==> src/rtl/ir_nec_pkg.sv <==
// Shared state encoding and NEC time-unit counts for the IR transmitter.
package ir_nec_pkg;

    typedef enum logic [2:0] {
        IDLE,
        LEAD_MARK,
        LEAD_SPACE,
        BIT_MARK,
        BIT_SPACE,
        STOP_MARK,
        GAP
    } state_t;

    localparam int LEAD_MARK_UNITS  = 16;
    localparam int LEAD_SPACE_UNITS = 8;
    localparam int REP_SPACE_UNITS  = 4;
    localparam int BIT_MARK_UNITS   = 1;
    localparam int ZERO_SPACE_UNITS = 1;
    localparam int ONE_SPACE_UNITS  = 3;
    localparam int STOP_UNITS       = 1;

    function automatic logic is_mark(input state_t s);
        return (s == LEAD_MARK) || (s == BIT_MARK) || (s == STOP_MARK);
    endfunction

endpackage

==> src/rtl/ir_nec_transmitter_carrier.sv <==
// Free-running ~38 kHz carrier; restart re-phases it so a burst begins high.
module ir_carrier_gen #(
    parameter int CARRIER_DIV  = 1316,
    parameter int CARRIER_HIGH = 438
) (
    input  logic clk,
    input  logic rst,
    input  logic restart,
    output logic carrier
);

    localparam int CW = (CARRIER_DIV > 1) ? $clog2(CARRIER_DIV) : 1;
    localparam logic [CW-1:0] CNT_LAST = CW'(CARRIER_DIV - 1);
    localparam logic [CW-1:0] CNT_HIGH = CW'(CARRIER_HIGH);

    logic [CW-1:0] cnt;
    logic [CW-1:0] cnt_next;

    always_comb begin
        cnt_next = cnt + 1'b1;
        if (restart || (cnt == CNT_LAST)) begin
            cnt_next = '0;
        end
    end

    // carrier reflects the phase held after the coming edge, so a register
    // fed from it in the parent lines up with the counter it shadows.
    assign carrier = (cnt_next < CNT_HIGH);

    always_ff @(posedge clk or posedge rst) begin
        if (rst) begin
            cnt <= '0;
        end else begin
            cnt <= cnt_next;
        end
    end

endmodule

==> src/rtl/ir_nec_transmitter.sv <==
// NEC IR transmitter: full frame (leader, 32 bits LSB-first, stop) or repeat
// code, with registered envelope and carrier-modulated LED drive.
module ir_nec_transmitter
    import ir_nec_pkg::*;
#(
    parameter int UNIT_CYCLES  = 28125,
    parameter int CARRIER_DIV  = 1316,
    parameter int CARRIER_HIGH = 438,
    parameter int GAP_UNITS    = 72
) (
    input  logic        clk,
    input  logic        rst,
    input  logic        start,
    input  logic        repeat_req,
    input  logic [31:0] data,
    output logic        busy,
    output logic        done,
    output logic        envelope,
    output logic        ir_tx
);

    localparam int MAX_UNITS = (GAP_UNITS > LEAD_MARK_UNITS) ? GAP_UNITS : LEAD_MARK_UNITS;
    localparam int UW = $clog2(MAX_UNITS + 1);
    localparam int CW = $clog2(UNIT_CYCLES + 1);
    localparam logic [CW-1:0] CYC_LAST   = CW'(UNIT_CYCLES - 1);
    // done is raised one cycle early so it is high in the final GAP cycle;
    // this assumes UNIT_CYCLES >= 2.
    localparam logic [CW-1:0] CYC_PENULT = CW'(UNIT_CYCLES - 2);
    localparam logic [UW-1:0] GAP_LAST   = UW'(GAP_UNITS - 1);

    state_t        state;
    logic [CW-1:0] cyc;
    logic [UW-1:0] unit;
    logic [4:0]    bit_idx;
    logic          last_bit;
    logic          is_repeat;
    logic [31:0]   shreg;

    logic [UW-1:0] cur_units;
    logic          accept;
    logic          unit_end;
    logic          enter_mark;
    logic          leave_mark;
    logic          env_next;
    logic          carrier;

    always_comb begin
        cur_units = UW'(1);
        case (state)
            LEAD_MARK:  cur_units = UW'(LEAD_MARK_UNITS);
            LEAD_SPACE: cur_units = is_repeat ? UW'(REP_SPACE_UNITS) : UW'(LEAD_SPACE_UNITS);
            BIT_MARK:   cur_units = UW'(BIT_MARK_UNITS);
            BIT_SPACE:  cur_units = shreg[0] ? UW'(ONE_SPACE_UNITS) : UW'(ZERO_SPACE_UNITS);
            STOP_MARK:  cur_units = UW'(STOP_UNITS);
            GAP:        cur_units = UW'(GAP_UNITS);
            default:    cur_units = UW'(1);
        endcase
    end

    assign accept     = (state == IDLE) && (start || repeat_req);
    assign unit_end   = (state != IDLE) && (cyc == CYC_LAST) && (unit == cur_units - 1'b1);
    // Every space ends in a mark, so any space expiry is a mark entry.
    assign enter_mark = accept || (unit_end && ((state == LEAD_SPACE) || (state == BIT_SPACE)));
    assign leave_mark = unit_end && is_mark(state);
    assign env_next   = enter_mark || (envelope && !leave_mark);

    ir_carrier_gen #(
        .CARRIER_DIV (CARRIER_DIV),
        .CARRIER_HIGH(CARRIER_HIGH)
    ) u_carrier (
        .clk    (clk),
        .rst    (rst),
        .restart(enter_mark),
        .carrier(carrier)
    );

    always_ff @(posedge clk or posedge rst) begin
        if (rst) begin
            state     <= IDLE;
            cyc       <= '0;
            unit      <= '0;
            bit_idx   <= '0;
            last_bit  <= 1'b0;
            is_repeat <= 1'b0;
            shreg     <= '0;
            busy      <= 1'b0;
            done      <= 1'b0;
            envelope  <= 1'b0;
            ir_tx     <= 1'b0;
        end else begin
            done     <= 1'b0;
            envelope <= env_next;
            ir_tx    <= env_next && carrier;

            if (state != IDLE) begin
                if (unit_end) begin
                    cyc  <= '0;
                    unit <= '0;
                end else if (cyc == CYC_LAST) begin
                    cyc  <= '0;
                    unit <= unit + 1'b1;
                end else begin
                    cyc <= cyc + 1'b1;
                end
            end

            case (state)
                IDLE: begin
                    if (accept) begin
                        state     <= LEAD_MARK;
                        busy      <= 1'b1;
                        is_repeat <= !start;
                        shreg     <= data;
                        bit_idx   <= '0;
                        last_bit  <= 1'b0;
                        cyc       <= '0;
                        unit      <= '0;
                    end
                end
                LEAD_MARK: begin
                    if (unit_end) state <= LEAD_SPACE;
                end
                LEAD_SPACE: begin
                    if (unit_end) state <= is_repeat ? STOP_MARK : BIT_MARK;
                end
                BIT_MARK: begin
                    if (unit_end) state <= BIT_SPACE;
                end
                BIT_SPACE: begin
                    if (unit_end) begin
                        shreg <= shreg >> 1;
                        if (last_bit) begin
                            state <= STOP_MARK;
                        end else begin
                            state    <= BIT_MARK;
                            bit_idx  <= bit_idx + 1'b1;
                            last_bit <= (bit_idx == 5'd30);
                        end
                    end
                end
                STOP_MARK: begin
                    if (unit_end) state <= GAP;
                end
                GAP: begin
                    if ((unit == GAP_LAST) && (cyc == CYC_PENULT)) done <= 1'b1;
                    if (unit_end) begin
                        state <= IDLE;
                        busy  <= 1'b0;
                    end
                end
                default: state <= IDLE;
            endcase
        end
    end

endmodule

==> config.mk <==
export PLATFORM = sky130hd
export DESIGN_NAME = ir_nec_transmitter
export DESIGN_NICKNAME = d
export VERILOG_FILES = /design/src/rtl/ir_nec_pkg.sv /design/src/rtl/ir_nec_transmitter_carrier.sv /design/src/rtl/ir_nec_transmitter.sv
export SDC_FILE = /design/constraint.sdc
export NUM_CORES = 1
export LEC_CHECK = 0
export ABC_AREA = 1
export CAP_MARGIN = 10
export CORE_ASPECT_RATIO = 1.2
export CORE_UTILIZATION = 48
export CTS_BUF_LIST = sky130_fd_sc_hd__clkbuf_4
export DETAILED_ROUTE_END_ITERATION = 6
export GPL_TIMING_DRIVEN = 0
export PLACE_DENSITY_LB_ADDON = 0.15
export REMOVE_ABC_BUFFERS = 1
export SLEW_MARGIN = 20
export SYNTH_ARGS = -nofsm -noshare
export SYNTH_HDL_FRONTEND = slang
export SYNTH_SLANG_ARGS = --single-unit
export TNS_END_PERCENT = 100
==> constraint.sdc <==
create_clock -name clk -period 3.8 [get_ports clk]
set_input_delay 0.76 -clock clk [delete_from_list [all_inputs] [get_ports clk]]
set_output_delay 0.76 -clock clk [all_outputs]
set_load 0.05 [all_outputs]
**Yosys cells after proc, flatten, opt, wreduce, memory -nomap -nowiden**

Cells that the tools add are included.

- Multiplexer cells: 40
- Add/subtract/negate cells: 5
- Equal/unequal tests: 20
- Reduce and logical (&&, ||, !) cells: 26
- $lt $le $gt $ge: 1

Operators by type and width:

| kind | number |
|---|---|
| 2-to-1 mux 15 bit | 5 |
| 2-to-1 mux 32 bit | 2 |
| one-hot mux 32 bit (2 select lines) | 1 |
| 2-to-1 mux 7 bit | 5 |
| == test 15 bit (second input constant) | 2 |
| one-hot mux 7 bit (4 select lines) | 1 |
| 2-to-1 mux 3 bit | 9 |
| one-hot mux 3 bit (7 select lines) | 1 |
| inequality test 2 bit (second input constant) | 8 |
| adder 15 x 1 -> 15 bit (second input constant) | 1 |
| 2-to-1 mux 5 bit | 3 |
| adder 11 x 1 -> 11 bit (second input constant) | 1 |
| == test 11 bit (second input constant) | 1 |
| less-than comparator 11 x 9 -> 1 bit (second input constant) | 1 |
| 2-to-1 mux 11 bit | 1 |
| one-hot mux 5 bit (2 select lines) | 1 |
| == test 3 bit (second input constant) | 3 |
| logical AND 1 bit | 8 |
| adder 7 x 1 -> 7 bit (second input constant) | 1 |
| == test 7 bit | 1 |
| == test 7 bit (second input constant) | 1 |
| logical OR 1 bit | 7 |
| 2-to-1 mux 1 bit | 7 |
| AND reduction 7 bit | 1 |
| other kinds (15) | 20 |

- Output and inout bits: 4
- Register bits after elaboration: 79

**Longest topological paths before layout**

- Depth in word-level cells: 11
- Depth in mapped cells: 21

**Cells and area by module**

Synthesis repeated with hierarchy kept, for this count alone.

- Cell total of the unflattened synthesis: 601
- Area, all modules: 4639.4 µm²

Modules (own cells, without submodules):

| module | times used | cells each | area each (µm²) |
|---|---|---|---|
| ir_nec_transmitter | 1 | 503 | 3912.5 |
| ir_carrier_gen | 1 | 98 | 726.9 |

**Least setup slack after synthesis**

OpenSTA, ideal clock, no wires.

- Kind: register to register
- From: reg state[0]
- To: reg shreg[0]
- Buffers on the path: 2
- Arrival time: 2905 ps
- Data required time: 3670 ps
- Cell stages (with the launch flop): 18
- Clock period less this slack: 3035 ps
- Library setup time: 130 ps
- Path slack: 765 ps
- Cell sequence: dfrtp_1 > nor2_1 > nand2_1 > clkinv_1 > clkbuf_1 > nand2_1 > ha_1 > inv_1 > nor2_1 > nor2_1 > nand2_1 > nand2_1 > inv_1 > nor2_1 > nand4_4 > o21ai_4 > buf_2 > a31oi_1

- Cells in the longest elaborated chain, start to end: 7
- Elaborated cells between the ends (all ways): 17
- Classes of those cells: 1 x add/sub; 7 x eq/ne; 2 x mux; 7 x reduce/logical

Ends and longest elaborated chain:

| what | RTL line | RTL |
|---|---|---|
| start, declared | ir_nec_transmitter.sv:31 | `state_t state;` |
| start signal, assigned | ir_nec_transmitter.sv:124 | `if (unit_end) state <= is_repeat ? STOP_MARK : BIT_MARK;` |
| == test 3 bit, or another cell as far along | ir_nec_transmitter.sv:49 | `case (state)` |
| one-hot mux 7 bit (4 select lines) | ir_nec_transmitter.sv:49 |  |
| subtractor 7 x 1 -> 7 bit | ir_nec_transmitter.sv:61 | `assign unit_end = (state != IDLE) && (cyc == CYC_LAST) && (unit == cur_units - 1'b1);` |
| == test 7 bit | ir_nec_transmitter.sv:61 |  |
| logical AND 1 bit | ir_nec_transmitter.sv:61 |  |
| inequality test 2 bit (no source line) | - |  |
| AND reduction 3 bit (no source line) | - |  |
| end signal, assigned | ir_nec_transmitter.sv:113 | `shreg <= data;` |
| end signal, assigned | ir_nec_transmitter.sv:131 | `shreg <= shreg >> 1;` |
| end, declared | ir_nec_transmitter.sv:37 | `logic [31:0] shreg;` |

Several ways; a longest one is shown, not always the timed one.
A chain may end at the register's enable or synchronous reset.

**Worst setup path after layout**

- From: reg state[0]
- To: reg shreg[30]

Same word-level chain as after synthesis.

==> out/metrics.cfg <==
[logic_synthesis]
synth_common_cells = nand2_1, nor2_1, dfrtp_1, inv_1, a31oi_1
synth_edf_count = 0
synth_flop_cell = dfrtp_1
synth_cell_types = 36
syn_area_per_cell_um2 = 7.78
synth_top_area_cell = dfrtp_1
synth-seq-cells = 79
synth_seq_area_share_pct = 46.8
yosysWarnings = 0
yosys.area.top_type_share_pct = 46.8
syn-cell-area_mm2 = 0.00423
synthTopCellsByArea = dfrtp_1, nand2_1, nor2_1
yosysMostFrequentCell = nand2_1
syn_inst = 543
ys_async_sr_fraction_pct = 100

[cts]
cts.clk_slew.worst_paths_ps = 140
clk_latency_ps = 430
cts_hold_buf = 0
cts_buffers = 9
cts_root_buffer = clkbuf_4
clkSinkCount = 79
htreeDepth = 3
tritoncts = done
cts_buffer_depth = 2

[setup_path]
crit_chain = nor2_2 -> nand2_4 -> clkinv_4 -> nand2_1 -> ha_1 -> inv_1 -> nor2_1 -> nor2_1 -> nand2_1 -> nand2_1 -> inv_1 -> nor2_1 -> nand4_4 -> o21ai_4 -> buf_4 -> nor2_1 -> a31oi_1
critical_path_required_ps = 4160
crit_path_max_fanout = 37
worstSetupEndpointType = register
cpMostUsedCell = nor2_1
slowest_stage = dfrtp_1
cp-start-kind = register
cpLargestDelayFamily = simple AND/OR/NAND/NOR gates
worstSetupPathType = reg -> reg
worst-path-buf-inv = 4
slowest_delay_ps = 490
worstPathArrival_ps = 3800

[detailed_routing]
drtPass1Iterations = 4
avgViaCountPerCell = 5.18
vias = 3644
drtIter0Drc = 161
drcViolationCount = 0
ant_nets = 0
wirelength_mm = 8.75
wl_per_cell_um = 12.4

[global_route]
track_usage_pct = 21.7
grt_max_degree = 56
use_met3_pct = 3.55
top_usage_layer = met2
grt-ovfl-total = 0
grtUsageMet1_pct = 28.3
grt_use_met2_pct = 34.2
grt_pass1_wl_mm = 15.7
first_global_vias = 3623
antenna_found_initial = 0

[worst_hold_path]
hold_path.class = reg -> reg

[power_and_ir_drop]
vdd_ir_drop_max_uv = 168
power_density_mw_per_mm2 = 292
p_leak_uw = 0.00219

[placement]
dpl-instance-area_mm2 = 0.00473
io_buffers = 39
place_congestion = 0.826
post-dp-hpwl_mm = 6.17

[die]
die-area_mm2 = 0.00918
die_h_um = 105
core_mm2 = 0.00856
die-width_um = 87.7
rows = 37
start_util_pct = 49.3
ios = 40

[timing]
fin_skew_ps = 15.3
period_needed_ps = 3450
finalHoldWorstSlack_ps = 517
finalSetupViolCount = 0
finalHoldViolations = 0
worst_pin_slew_ps = 513
slew_headroom_pct = 65.7
finalMaxSlewViolations = 0
finalCritPeriodShare_pct = 90.7
fmax_mhz = 290
rsz0062_at_grt = false

[cells_and_area]
antenna_cells = 0
final_layout_size_suffix_gt1_share_pct = 6.64
fill_cells = 844
final_area_mm2 = 0.00491
layout.nets = 625
area_growth_syn_to_layout_pct = 16.3

[run_status]
status = finished, final reports clean

[job]
maxCapViolCount = 0

## flip-flops by register name, summed over array words and instances (netlist names), 3 cells and up
signal         flops
shreg             32
cyc               15
u_carrier.cnt     11
unit               7
bit_idx            5
state              3
## metal layers
metal | up-vias | part of all wire (%)
met5 | - | 0
met2 | 71 | 47
met1 | 1686 | 46
met4 | 0 | 3.0
li1 | 1865 | -
met3 | 22 | 3.4
## worst register-to-register path: cells and delay by family, from the launching register on
family | cells | cell delay, ps
and+or+nand+nor | 10 | 1520
buffers and inverters | 4 | 710
DFF | 1 | 490
AOI/OAI and AO/OA | 2 | 430
adders and majority gates | 1 | 240
## cells by family after synthesis
| group | share of synthesized area [%] |
|---|---|
| compound gates | 11.0 |
| xor+xnor | 2.49 |
| fa+ha+maj | 2.07 |
| buf+inv | 7.34 |
| flops | 46.8 |
| simple gates | 30.3 |
## where the power goes
group	switching (uW)	total, uW	internal (uW)
Sequential	2.16	846	844
Combinational	29.1	69.1	40.0
Clock	310	521	212
Total	341	1440	1100
## path summary, 6_finish.rpt
check / startpoint / to / slack (ps) / cells after the start
max: state[0] / shreg[30] / 350 / 17
min: u_carrier.cnt[0] / u_carrier.cnt[0] / 520 / 1
max reg2reg: state[0] / shreg[30] / 350 / 17
min reg2reg: u_carrier.cnt[0] / u_carrier.cnt[0] / 520 / 1
max in group asynchronous: rst / state[0] / 2590 / 3
min in group asynchronous: rst / cyc[13] / 630 / 2
## layout by cell type, fill, tap and decap left out, types with 7 or more instances in the layout
cell type	instances
nand4_1	10
ha_1	7
o21ai_0	19
a31oi_1	32
xor2_1	10
clkdlybuf4s50_1	39
nor3_1	18
inv_1	51
clkbuf_4	10
a21oi_1	14
dfrtp_1	79
nand2_1	132
nor2_1	81
nand3_1	31
## through the flow
step | worst slack (ps) | TNS, ps | cells | util (%) | total power (uW)
4_1_cts | 207 | 0 | 704 | 57.2 | 1450
3_3_place_gp | -1940 | -108740 | 684 | 54.6 | 929
3_5_place_dp | -925 | -33740 | 686 | 55.3 | 933
2_1_floorplan | -470 | -13360 | 528 | - | 885
5_1_grt | 22.3 | 0 | 704 | 57.4 | 1500
6_report | 354 | 0 | 704 | 57.4 | 1440
## layout make-up
class	count	area [um^2]	share of cell area (%)
inverters	59	229	4.66
multi-input cells	391	1960	40.0
flip-flops and latches	79	1980	40.2
repair buffers	42	453	9.22
clock inverters	6	67.6	1.38
clock buffers	10	75.1	1.53
well taps	117	146	2.98
## what timing repair did
item / in CTS / in global routing
pin swaps: 1 / 0
setup endpoints to repair: 62 / 39
resized for setup: 3 / 2
buffers inserted: 1 / 0
gates cloned: 1 / 0
No activity file was read; power rests on OpenSTA's default activity.
